[src/rtl/mantis_tweak_sched.sv]
// rtl/mantis_tweak_sched.sv - Mantis round-tweak scheduler: H forward half, H-inverse backward half
// Optional saved-tweak consistency check enabled by MANTIS_TWEAK_SELFCHECK_EN.
module mantis_tweak_sched #(
  parameter int ROUNDS = 7
) (
  input  logic        clk,
  input  logic        rst_n,
  input  logic        start,
  input  logic [63:0] tweak_in,
  input  logic        tk_ready,
  output logic        busy,
  output logic        tk_valid,
  output logic [63:0] tk_out,
  output logic [3:0]  round_idx,
  output logic        bwd,
  output logic        done
`ifdef MANTIS_TWEAK_SELFCHECK_EN
  ,
  output logic        chk_err
`endif
);

  typedef enum logic [1:0] {IDLE, FWD, BWD} state_t;

  localparam logic [3:0]  RLAST    = 4'(ROUNDS);
  // Nibble i of each table is the source nibble index for output nibble i.
  localparam logic [63:0] H_TAB    = 64'hBA98_4DC7_3210_FE56;
  localparam logic [63:0] HINV_TAB = 64'h32A9_FEDC_801B_7654;

  function automatic logic [63:0] nib_perm(input logic [63:0] x, input logic [63:0] tab);
    logic [63:0] y;
    logic [3:0]  sel;
    y = '0;
    for (int i = 0; i < 16; i++) begin
      sel           = tab[4*i +: 4];
      y[4*i +: 4]   = x[{sel, 2'b00} +: 4];
    end
    return y;
  endfunction

  state_t      state_q;
  logic        busy_q;
  logic        tk_valid_q;
  logic [63:0] tk_out_q;
  logic [3:0]  round_q;
  logic        bwd_q;
  logic        done_q;
  logic [63:0] h_d;
  logic [63:0] hinv_d;
  logic        accept;

  assign h_d    = nib_perm(tk_out_q, H_TAB);
  assign hinv_d = nib_perm(tk_out_q, HINV_TAB);
  assign accept = tk_valid_q & tk_ready;

`ifdef MANTIS_TWEAK_SELFCHECK_EN
  logic [63:0] saved_q;
  logic        chk_err_q;
  assign chk_err = chk_err_q;
`endif

  always_ff @(posedge clk or negedge rst_n) begin
    if (!rst_n) begin
      state_q    <= IDLE;
      busy_q     <= 1'b0;
      tk_valid_q <= 1'b0;
      tk_out_q   <= '0;
      round_q    <= '0;
      bwd_q      <= 1'b0;
      done_q     <= 1'b0;
`ifdef MANTIS_TWEAK_SELFCHECK_EN
      saved_q    <= '0;
      chk_err_q  <= 1'b0;
`endif
    end else begin
      done_q <= 1'b0;
      case (state_q)
        IDLE: begin
          if (start) begin
            state_q    <= FWD;
            busy_q     <= 1'b1;
            tk_valid_q <= 1'b1;
            tk_out_q   <= tweak_in;
            round_q    <= '0;
            bwd_q      <= 1'b0;
`ifdef MANTIS_TWEAK_SELFCHECK_EN
            saved_q    <= tweak_in;
            chk_err_q  <= 1'b0;
`endif
          end
        end
        FWD: begin
          if (accept) begin
            // The turnaround beat repeats H^ROUNDS(T) with bwd set.
            if (round_q == RLAST) begin
              state_q <= BWD;
              bwd_q   <= 1'b1;
            end else begin
              tk_out_q <= h_d;
              round_q  <= round_q + 4'd1;
            end
          end
        end
        BWD: begin
          if (accept) begin
            if (round_q == 4'd0) begin
              state_q    <= IDLE;
              tk_valid_q <= 1'b0;
              busy_q     <= 1'b0;
              done_q     <= 1'b1;
`ifdef MANTIS_TWEAK_SELFCHECK_EN
              chk_err_q  <= (tk_out_q != saved_q);
`endif
            end else begin
              tk_out_q <= hinv_d;
              round_q  <= round_q - 4'd1;
            end
          end
        end
        default: begin
          state_q    <= IDLE;
          busy_q     <= 1'b0;
          tk_valid_q <= 1'b0;
        end
      endcase
    end
  end

  assign busy      = busy_q;
  assign tk_valid  = tk_valid_q;
  assign tk_out    = tk_out_q;
  assign round_idx = round_q;
  assign bwd       = bwd_q;
  assign done      = done_q;

endmodule

[config.mk]
export PLATFORM = sky130hd
export DESIGN_NAME = mantis_tweak_sched
export DESIGN_NICKNAME = d
export VERILOG_FILES = /design/src/rtl/mantis_tweak_sched.sv
export SDC_FILE = /design/constraint.sdc
export NUM_CORES = 1
export LEC_CHECK = 0
export BUFFER_PORTS_ARGS = -buffer_cell sky130_fd_sc_hd__buf_2
export CORE_ASPECT_RATIO = 0.8
export CORE_MARGIN = 2
export CORE_UTILIZATION = 55
export CTS_CLUSTER_SIZE = 30
export DETAILED_ROUTE_END_ITERATION = 8
export PLACE_DENSITY = 0.85
export SLEW_MARGIN = 15
export SYNTH_ARGS = -nofsm -noshare
export SYNTH_HDL_FRONTEND = slang
export SYNTH_SLANG_ARGS = --single-unit
[constraint.sdc]
create_clock -name clk -period 4.6 [get_ports clk]
set_input_delay 0.46 -clock clk [delete_from_list [all_inputs] [get_ports clk]]
set_output_delay 0.46 -clock clk [all_outputs]
set_load 0.05 [all_outputs]
==> results of run 1 <==
worst max-delay path: stages, from the launching register on:
cell	delay, ns
dfrtp_1	0.41
inv_1	0.12
ha_1	0.31
a2bb2oi_1	0.18
or3_1	0.44
nor2_4	0.36
buf_4	0.75
mux2_2	0.42
power groups by stage:
stage	clock network [mW]	registers, mW	logic (mW)
after floorplan	0	0.791	0.0600
after global placement	0	0.710	0.223
after detailed placement	0	0.711	0.228
after CTS	0.569	0.699	0.228
after global routing	0.595	0.703	0.242
final	0.559	0.700	0.227
cell families after synthesis:
kind of cell,Yosys count,synth area share [%]
AO/OA/AOI/OAI,154,22.8
AND/OR/NAND/NOR,78,7.93
flip-flops,73,43.0
multiplexers,60,18.6
buffers and inverters,44,5.16
adder cells (fa/ha/maj),7,2.06
XOR/XNOR,2,0.413
per-stage QoR:
| stage | total power [mW] | utilization [%] | area, µm² | cells |
|---|---|---|---|---|
| after floorplan | 0.851 | - | 4250 | 418 |
| after global placement | 0.933 | 66.4 | 4930 | 627 |
| after detailed placement | 0.939 | 66.4 | 4930 | 627 |
| after CTS | 1.50 | 69.3 | 5150 | 643 |
| after global routing | 1.54 | 69.3 | 5150 | 643 |
| final | 1.49 | 69.3 | 5150 | 643 |
synthesized netlist by cell type:
master	number
ha_1	7
buf_6	6
nor3_1	1
o22a_1	1
a31oi_1	1
nor2b_1	1
a21oi_1	74
nand3b_1	2
buf_2	4
a2bb2oi_1	1
nor3_2	1
nor2_1	62
buf_4	1
mux2_4	31
xor2_1	2
nand3_1	1
or3_1	1
a21o_1	2
or4b_4	1
a21boi_0	1
nor4_1	1
dfrtp_1	73
o41ai_1	2
and2_1	1
mux2i_1	2
inv_1	5
o311ai_0	1
a21oi_2	1
and3_1	1
a31o_2	1
nand2_1	3
clkbuf_1	28
mux2_2	27
a22oi_1	65
nand4_1	2
o21ai_0	4
registers in the layout, indices dropped and copies added (netlist names):
name and count:
bwd 1, tk_out 64, tk_valid 1, state_q 2
round_idx 4, done 1
worst max-delay path by stage:
stage	cells past startpoint	from	slack [ns]	to
after CTS	7	state_q[0]	1.48	tk_out[29]
after global placement	7	state_q[0]	1.61	tk_out[28]
after floorplan	9	state_q[1]	2.31	round_idx[0]
after detailed placement	7	state_q[0]	1.49	tk_out[29]
after global routing	7	state_q[0]	1.30	tk_out[34]
final	7	state_q[0]	1.45	tk_out[29]
layout make-up:
cell class / count / area, µm²
flip-flops and latches: 73 / 1830
inverters: 5 / 18.8
repair buffers: 143 / 728
clock buffers: 11 / 141
fillers: 592 / 2280
multi-input cells: 301 / 2220
clock inverters: 5 / 78.8
well taps: 105 / 131
metal layers:
layer | up-vias | global-route usage [%] | share of wire (%)
li1 | 1768 | - | -
met1 | 1865 | 37.2 | 44
met2 | 161 | 40.3 | 48
met3 | 17 | 6.57 | 7.3
met4 | 0 | 7.73 | 1.1
met5 | - | 0 | 0
==> impl_metrics.py, run 1 <==
metrics = {
    "detailed_routing": {
        "postRouteAntennaNets": 0,
        "first_pass_iters": 6,
        "vias_per_cell": 5.93,
        "vias": 3811,
        "drc_errors": 0,
        "drt-total-wl_um": 11100,
        "drt_iter0_drc": 301,
        "wl_per_cell_um": 17.3,
    },
    "timing": {
        "hold_violations": 0,
        "fmax_mhz": 318,
        "worstMarginPinSlew_ns": 1.05,
        "min_period_over_period_pct": 68.4,
        "worst_slack_ns": 1.45,
        "setup_tns_ns": 0,
        "hold_ws_ns": 0.241,
        "setup_viol": 0,
        "finalCriticalPeriod_ns": 3.15,
        "fin_skew_ns": 0.0100,
        "rsz0062_at_grt": "no",
        "drv_slew": 0,
        "relSlewSlack_pct": 30.0,
    },
    "yosys": {
        "yosysWarnings": 0,
        "synth_fp_nets": 493,
        "seq_area_frac_synth_pct": 43.0,
        "synth_top_area_share_pct": 43.0,
        "ys_types": 36,
        "postSynthAreaPerCell_um2": 10.2,
        "synth.area.top_cells": "dfrtp_1, a22oi_1, mux2_4, a21oi_1, mux2_2",
        "syn-cell-area_um2": 4250,
        "synth_cells": 418,
        "synth_top_cell_by_area": "dfrtp_1",
        "ys_seq_elements": 73,
    },
    "cts": {
        "clockRootBuffer": "clkbuf_8",
        "cts_tree": "yes",
        "cts.sinks": 73,
        "post-cts-setup-buffer-count": 0,
        "cts.path.max_buffers": 2,
        "cts_hold_buf": 0,
        "post_cts_resized": 0,
        "cts_buffers": 9,
        "h-tree-depth": 3,
        "clock_latency_ns": 0.35,
        "clkTransAtPathRegs_ns": 0.07,
    },
    "critical_path": {
        "critical_path_class": "register to register",
        "r2r_slack_ns": 1.45,
        "reg2reg_depth": 7,
        "timing.rr.end": "tk_out[29]",
        "worst-path-max-fanout": 54,
        "end_kind": "register",
        "crit-reg2reg-launch": "state_q[0]",
        "cp-start-kind": "register",
        "crit_arrival_ns": 3.37,
        "required_ns": 4.82,
    },
    "cells_and_area": {
        "drive_gt1_share_pct": 41.6,
        "area_delta_synth_final_pct": 21.3,
        "antenna_cells": 0,
        "fin_nets": 608,
        "layout_common_cells": "buf_2, a21oi_1, dfrtp_1, a22oi_1, nor2_1",
        "final_common_cell": "buf_2",
    },
    "grt": {
        "grt_overflow": 0,
        "track_usage_pct": 26.3,
        "grt_pass1_vias": 3394,
        "antenna_found_initial": 0,
        "grt_max_degree": 115,
        "grt_pass1_wl_um": 17200,
    },
    "placed_design": {
        "place_congestion": 0.850,
        "hpwl_um": 7490,
        "numPortBuffers": 139,
        "post-place-ws_ns": 1.49,
    },
    "die": {
        "num_rows": 28,
        "dieArea_um2": 8440,
        "dieWidth_um": 102,
        "ioPinCount": 140,
        "core_area_um2": 7430,
        "initial_utilization_pct": 57.2,
        "die_h_um": 82.6,
    },
    "power": {
        "p_leak_nw": 2.46,
        "ir_worst_vdd_mv": 0.190,
        "p_sw_mw": 0.416,
        "p_sw_share_pct": 28.0,
        "powerDensity_nw_per_um2": 288,
        "internal_power_mw": 1.07,
        "pwr-share-comb_pct": 15.3,
        "p_seq_share_pct": 47.1,
        "clock_power_share_pct": 37.6,
    },
    "run": {
        "drv_cap": 0,
    },
    "hold_path": {
        "hold_class": "input pin to asynchronous set/reset pin",
    },
    "outcome": {
        "outcome": "finished, final reports clean",
    },
}
Note: power is estimated with default switching activity, not from simulation.
==> inputs of run 2 (changes only) <==
--- a/config.mk
+++ b/config.mk
@@ -5,13 +5,14 @@
 export SDC_FILE = /design/constraint.sdc
 export NUM_CORES = 1
 export LEC_CHECK = 0
+export ABC_AREA = 1
 export BUFFER_PORTS_ARGS = -buffer_cell sky130_fd_sc_hd__buf_2
 export CORE_ASPECT_RATIO = 0.8
 export CORE_MARGIN = 2
-export CORE_UTILIZATION = 55
+export CORE_UTILIZATION = 51
 export CTS_CLUSTER_SIZE = 30
 export DETAILED_ROUTE_END_ITERATION = 8
-export PLACE_DENSITY = 0.85
+export PLACE_DENSITY = 0.79
 export SLEW_MARGIN = 15
 export SYNTH_ARGS = -nofsm -noshare
 export SYNTH_HDL_FRONTEND = slang
==> constraint.sdc (replaced) <==
create_clock -name clk -period 2.9 [get_ports clk]
set_input_delay 0.29 -clock clk [delete_from_list [all_inputs] [get_ports clk]]
set_output_delay 0.29 -clock clk [all_outputs]
set_load 0.05 [all_outputs]
==> run 2 against run 1 <==
Utilization fell by 4.8 points. Final cell count up 34%. Critical path depth grew 3. Highest routed layer unchanged.
==> impl_metrics.py, run 2 <==
metrics = {
    "run": {
        "drv_cap": 0,
    },
    "grt": {
        "grt_pass1_vias": 4249,
        "track_usage_pct": 27.5,
        "grt_max_degree": 74,
        "grt_overflow": 0,
        "antenna_found_initial": 0,
        "grt_pass1_wl_um": 20200,
    },
    "critical_path": {
        "cp-start-kind": "register",
        "required_ns": 3.18,
        "worst-path-max-fanout": 68,
        "end_kind": "register",
        "slowest_stage": "buf_4",
        "reg2reg_depth": 10,
        "crit_top_cell": "nand2_1",
        "slowest_delay_ns": 0.59,
        "critical_path_class": "register to register",
        "path_cells": "inv_1 -> ha_4 -> inv_1 -> nor2_1 -> a21oi_4 -> nand2_1 -> nor2_4 -> buf_4 -> nand2_1 -> nand2_1",
        "crit_arrival_ns": 2.47,
    },
    "detailed_routing": {
        "drt_iter0_drc": 298,
        "drc_errors": 0,
        "vias_per_cell": 5.41,
        "vias": 4666,
        "postRouteAntennaNets": 0,
        "first_pass_iters": 5,
        "drt-total-wl_um": 12300,
        "wl_per_cell_um": 14.3,
    },
    "placed_design": {
        "place_area_um2": 4980,
        "hpwl_um": 8370,
        "numPortBuffers": 139,
        "post-place-ws_ns": 0.750,
        "place_congestion": 0.834,
    },
    "die": {
        "core_area_um2": 8060,
        "dieWidth_um": 106,
        "die_h_um": 86.0,
        "initial_utilization_pct": 53.2,
        "num_rows": 29,
        "dieArea_um2": 9150,
        "ioPinCount": 140,
    },
    "cells_and_area": {
        "antenna_cells": 0,
        "layout_common_cells": "nand2_1, buf_2, dfrtp_1, nor2_1, a31oi_1",
        "final_area_um2": 5200,
        "drive_gt1_share_pct": 22.5,
        "area_delta_synth_final_pct": 21.4,
        "fin_util_pct": 64.5,
        "largest_register_ffs": 64,
        "final_common_cell": "nand2_1",
        "fin_nets": 824,
    },
    "yosys": {
        "yosysWarnings": 0,
        "synthFlopType": "dfrtp_1",
        "ys_seq_elements": 73,
        "synth.area.top_cells": "dfrtp_1, nand2_1, a31oi_1, nor2_1, ha_1",
        "synth_cells": 637,
        "synth_common_cells": "nand2_1, dfrtp_1, nor2_1, a31oi_1, clkbuf_1",
        "synth_edf_count": 0,
        "seq_area_frac_synth_pct": 42.7,
        "postSynthAreaPerCell_um2": 6.72,
        "synth_top_cell_by_area": "dfrtp_1",
        "syn-cell-area_um2": 4280,
        "synth_fp_nets": 712,
        "ys_types": 25,
        "synth_top_area_share_pct": 42.7,
        "ys_async_sr_fraction_pct": 100,
        "post-synth-top-count-cell": "nand2_1",
    },
    "timing": {
        "setup_tns_ns": 0,
        "relSlewSlack_pct": 38.1,
        "drv_slew": 0,
        "setup_viol": 0,
        "fmax_mhz": 457,
        "rsz0062_at_grt": "no",
        "hold_violations": 0,
        "fin_skew_ns": 0.0105,
        "min_period_over_period_pct": 75.4,
        "finalCriticalPeriod_ns": 2.19,
        "worst_slack_ns": 0.714,
        "worstMarginPinSlew_ns": 0.929,
    },
    "cts": {
        "h-tree-depth": 3,
        "clockRootBuffer": "clkbuf_8",
        "clock_latency_ns": 0.35,
        "cts.sinks": 73,
        "cts_hold_buf": 0,
        "post-cts-setup-buffer-count": 0,
        "cts_tree": "yes",
        "cts.path.max_buffers": 2,
        "post_cts_resized": 0,
        "clkTransAtPathRegs_ns": 0.08,
        "cts_buffers": 9,
    },
    "hold_path": {
        "hold_class": "input pin to asynchronous set/reset pin",
    },
    "outcome": {
        "outcome": "finished, final reports clean",
    },
}
## run 2: changes by cell type in the layout (fill, tap and decap cells not counted), sizes merged, moves of 3 or more
cell   change
a31oi     +55
a21oi     -64
nand2    +337
a22oi     -65
mux2      -58
inv        +9
nor2       +7
buf        +3
nand3      +9
## run 2: final cells by class
class	count	area, µm²
clock buffers	12	165
clock inverters	4	50.0
fillers	749	2860
inverters	14	52.6
multi-input cells	505	2190
flip-flops and latches	73	1830
well taps	108	135
repair buffers	146	776
## run 2: worst max-delay path, delay by kind of cell (launching register included)
family,cells,cell delay [ns]
adder cells (fa/ha/maj),1,0.18
AND/OR/NAND/NOR,5,0.58
buffers and inverters,3,0.77
flip-flops,1,0.40
AO/OA/AOI/OAI,1,0.17
## run 2: stage by stage
stage / std cells / hold WS, ns
CTS: 862 / 0.116
global route: 862 / 0.138
finish: 862 / 0.0542
global placement: 846 / 0.474
detailed placement: 846 / 0.471
floorplan: 637 / -0.00559
## run 2: final timing paths
check,startpoint,end,slack (ns)
min in group clk,tk_ready,done,0.27
worst max-delay path,state_q[0],tk_out[22],0.71
max in group asynchronous,rst_n,tk_out[57],2.22
worst min register to register,bwd,bwd,0.49
worst min-delay path,rst_n,done,0.05
worst max register to register,state_q[0],tk_out[22],0.71
## run 2: cells by family after synthesis
| logic type | share of synthesized area [%] |
|---|---|
| xor+xnor | 0.409 |
| compound gates | 10.3 |
| buf+inv | 6.54 |
| simple gates | 38.1 |
| fa+ha+maj | 2.04 |
| flops | 42.7 |
## run 2: per-layer routing
| layer | vias to the layer above | GRT usage, % | wire, µm |
|---|---|---|---|
| li1 | 2248 | - | - |
| met1 | 2172 | 38.6 | 5290 |
| met3 | 17 | 6.91 | 1110 |
| met2 | 229 | 43.5 | 5730 |
| met4 | 0 | 6.38 | 193 |
| met5 | - | 0 | 0 |
Power of run 2 is left out: the tool's default activity adds up to more than one toggle a clock period on the data nets, which glitch-free logic cannot reach.
==> inputs of run 3 (changes only) <==
==> constraint.sdc (replaced) <==
create_clock -name clk -period 2.1 [get_ports clk]
set_input_delay 0.21 -clock clk [delete_from_list [all_inputs] [get_ports clk]]
set_output_delay 0.21 -clock clk [all_outputs]
set_load 0.05 [all_outputs]
==> run 3 against run 2 <==
Register-to-register slack worse by 0.51 ns. Sequential share of layout area is 0.69 points lower. Routed wire length is 3.7% higher. Worst hold slack better by 0.12 ns. Critical path depth is 2 lower. Non-clock buffer count is 8 higher. Largest cell class unchanged. Highest routed layer unchanged.
==> impl_metrics.py, run 3 (synthesized netlist as in run 2, its figures left out) <==
metrics = {
    "placed_design": {
        "place_area_um2": 5100,
        "place_inst": 853,
        "hpwl_um": 8930,
        "numPortBuffers": 139,
        "place_congestion": 0.895,
    },
    "cells_and_area": {
        "fin_nets": 832,
        "largest_register_ffs": 64,
        "layout_common_cells": "nand2_1, buf_2, dfrtp_1, nor2_1, a31oi_1",
        "stdcell_count": 869,
        "area_delta_synth_final_pct": 23.8,
        "ff_latch_area_um2": 1830,
        "antenna_cells": 0,
        "nFillCells": 741,
        "final_area_um2": 5300,
        "multi_input_area_um2": 2190,
        "drive_gt1_share_pct": 23.1,
        "final_common_cell": "nand2_1",
    },
    "outcome": {
        "outcome": "finished, final reports clean",
    },
    "detailed_routing": {
        "first_pass_iters": 5,
        "wl_met2_um": 5950,
        "drc_errors": 0,
        "wl_met3_um": 1100,
        "top_layer": "met4",
        "postRouteAntennaNets": 0,
        "vias": 4661,
        "m1WireLength_um": 5600,
        "vias_per_cell": 5.36,
        "wl_per_cell_um": 14.7,
        "drt-total-wl_um": 12800,
        "drt_iter0_drc": 374,
    },
    "timing": {
        "min_period_over_period_pct": 90.2,
        "drv_slew": 0,
        "hold_violations": 0,
        "rsz0062_at_grt": "no",
        "relSlewSlack_pct": 65.2,
        "fin_skew_ns": 0.00596,
        "setup_tns_ns": 0,
        "worstMarginPinSlew_ns": 0.522,
        "setup_viol": 0,
        "finalCriticalPeriod_ns": 1.89,
        "fmax_mhz": 528,
    },
    "grt": {
        "grt_pass1_wl_um": 20600,
        "grt_overflow": 0,
        "track_usage_pct": 28.4,
        "grt_max_degree": 60,
        "grt_pass1_vias": 4224,
        "antenna_found_initial": 0,
    },
    "die": {
        "ioPinCount": 140,
        "die_h_um": 86.0,
        "num_rows": 29,
        "initial_utilization_pct": 53.2,
        "core_area_um2": 8060,
        "dieArea_um2": 9150,
        "dieWidth_um": 106,
    },
    "critical_path": {
        "r2r_slack_ns": 0.21,
        "cp-startpoint": "state_q[0]",
        "timing.rr.end": "tk_out[9]",
        "reg2reg_depth": 8,
        "crit-reg2reg-launch": "state_q[0]",
        "cp-start-kind": "register",
        "worst-path-max-fanout": 31,
        "critical_path_class": "register to register",
        "required_ns": 2.39,
        "crit_arrival_ns": 2.18,
        "end_kind": "register",
    },
    "cts": {
        "cts_buffers": 9,
        "clkTransAtPathRegs_ns": 0.08,
        "post-cts-setup-buffer-count": 0,
        "clock_latency_ns": 0.35,
        "cts_tree": "yes",
        "h-tree-depth": 3,
        "cts.sinks": 73,
        "post_cts_resized": 0,
        "cts.path.max_buffers": 2,
        "cts_hold_buf": 1,
        "clockRootBuffer": "clkbuf_8",
    },
    "hold_path": {
        "hold_end": "done",
        "worstHoldPathCells": 3,
        "min-delay-start": "tk_ready",
        "hold_class": "input pin to register",
    },
    "run": {
        "drv_cap": 0,
    },
}
run 3: changes by cell type in the layout (fill, tap and decap cells not counted), sizes merged:
cell / previous run / this run
clkinv: 1 / 3
clkbuf: 12 / 10
clkinvlp: 2 / 1
dlygate4sd3: 0 / 1
buf: 146 / 153
run 3: critical path: stages (launching register included):
cell     delay, ns
dfrtp_1       0.41
inv_1         0.12
ha_1          0.30
a21oi_1       0.19
nand2_1       0.11
nor2_4        0.15
buf_4         0.34
nand2_1       0.11
nand2_1       0.09
run 3: through the flow:
stage / hold slack (ns) / setup WS [ns] / utilization [%]
after detailed placement: 0.223 / 0.259 / 63.3
after global placement: 0.217 / 0.338 / 63.3
after floorplan: -0.0856 / 0.315 / -
after global routing: 0.171 / 0.0418 / 65.8
final: 0.178 / 0.205 / 65.8
after CTS: 0.170 / 0.233 / 65.8
run 3: area by class of cell:
type / instances / share of cell area [%]
Multi-Input combinational cell: 505 / 41.4
Sequential cell: 73 / 34.5
Timing Repair Buffer: 154 / 17.0
Clock buffer: 10 / 2.60
Tap cell: 108 / 2.55
Clock inverter: 5 / 1.06
Inverter: 14 / 0.991
run 3: worst max path at each step:
| stage | end | cells past startpoint | slack (ns) |
|---|---|---|---|
| global route | tk_out[6] | 11 | 0.04 |
| detailed placement | tk_out[41] | 11 | 0.26 |
| floorplan | tk_out[0] | 9 | 0.31 |
| CTS | tk_out[16] | 11 | 0.23 |
| finish | tk_out[9] | 8 | 0.21 |
| global placement | tk_out[9] | 8 | 0.34 |
run 3: per-layer routing:
layer / GRT usage, % / up-vias
li1: - / 2256
met3: 7.14 / 15
met2: 45.4 / 199
met1: 39.6 / 2191
met5: 0 / -
met4: 5.67 / 0
Power of run 3 is left out for the same reason.
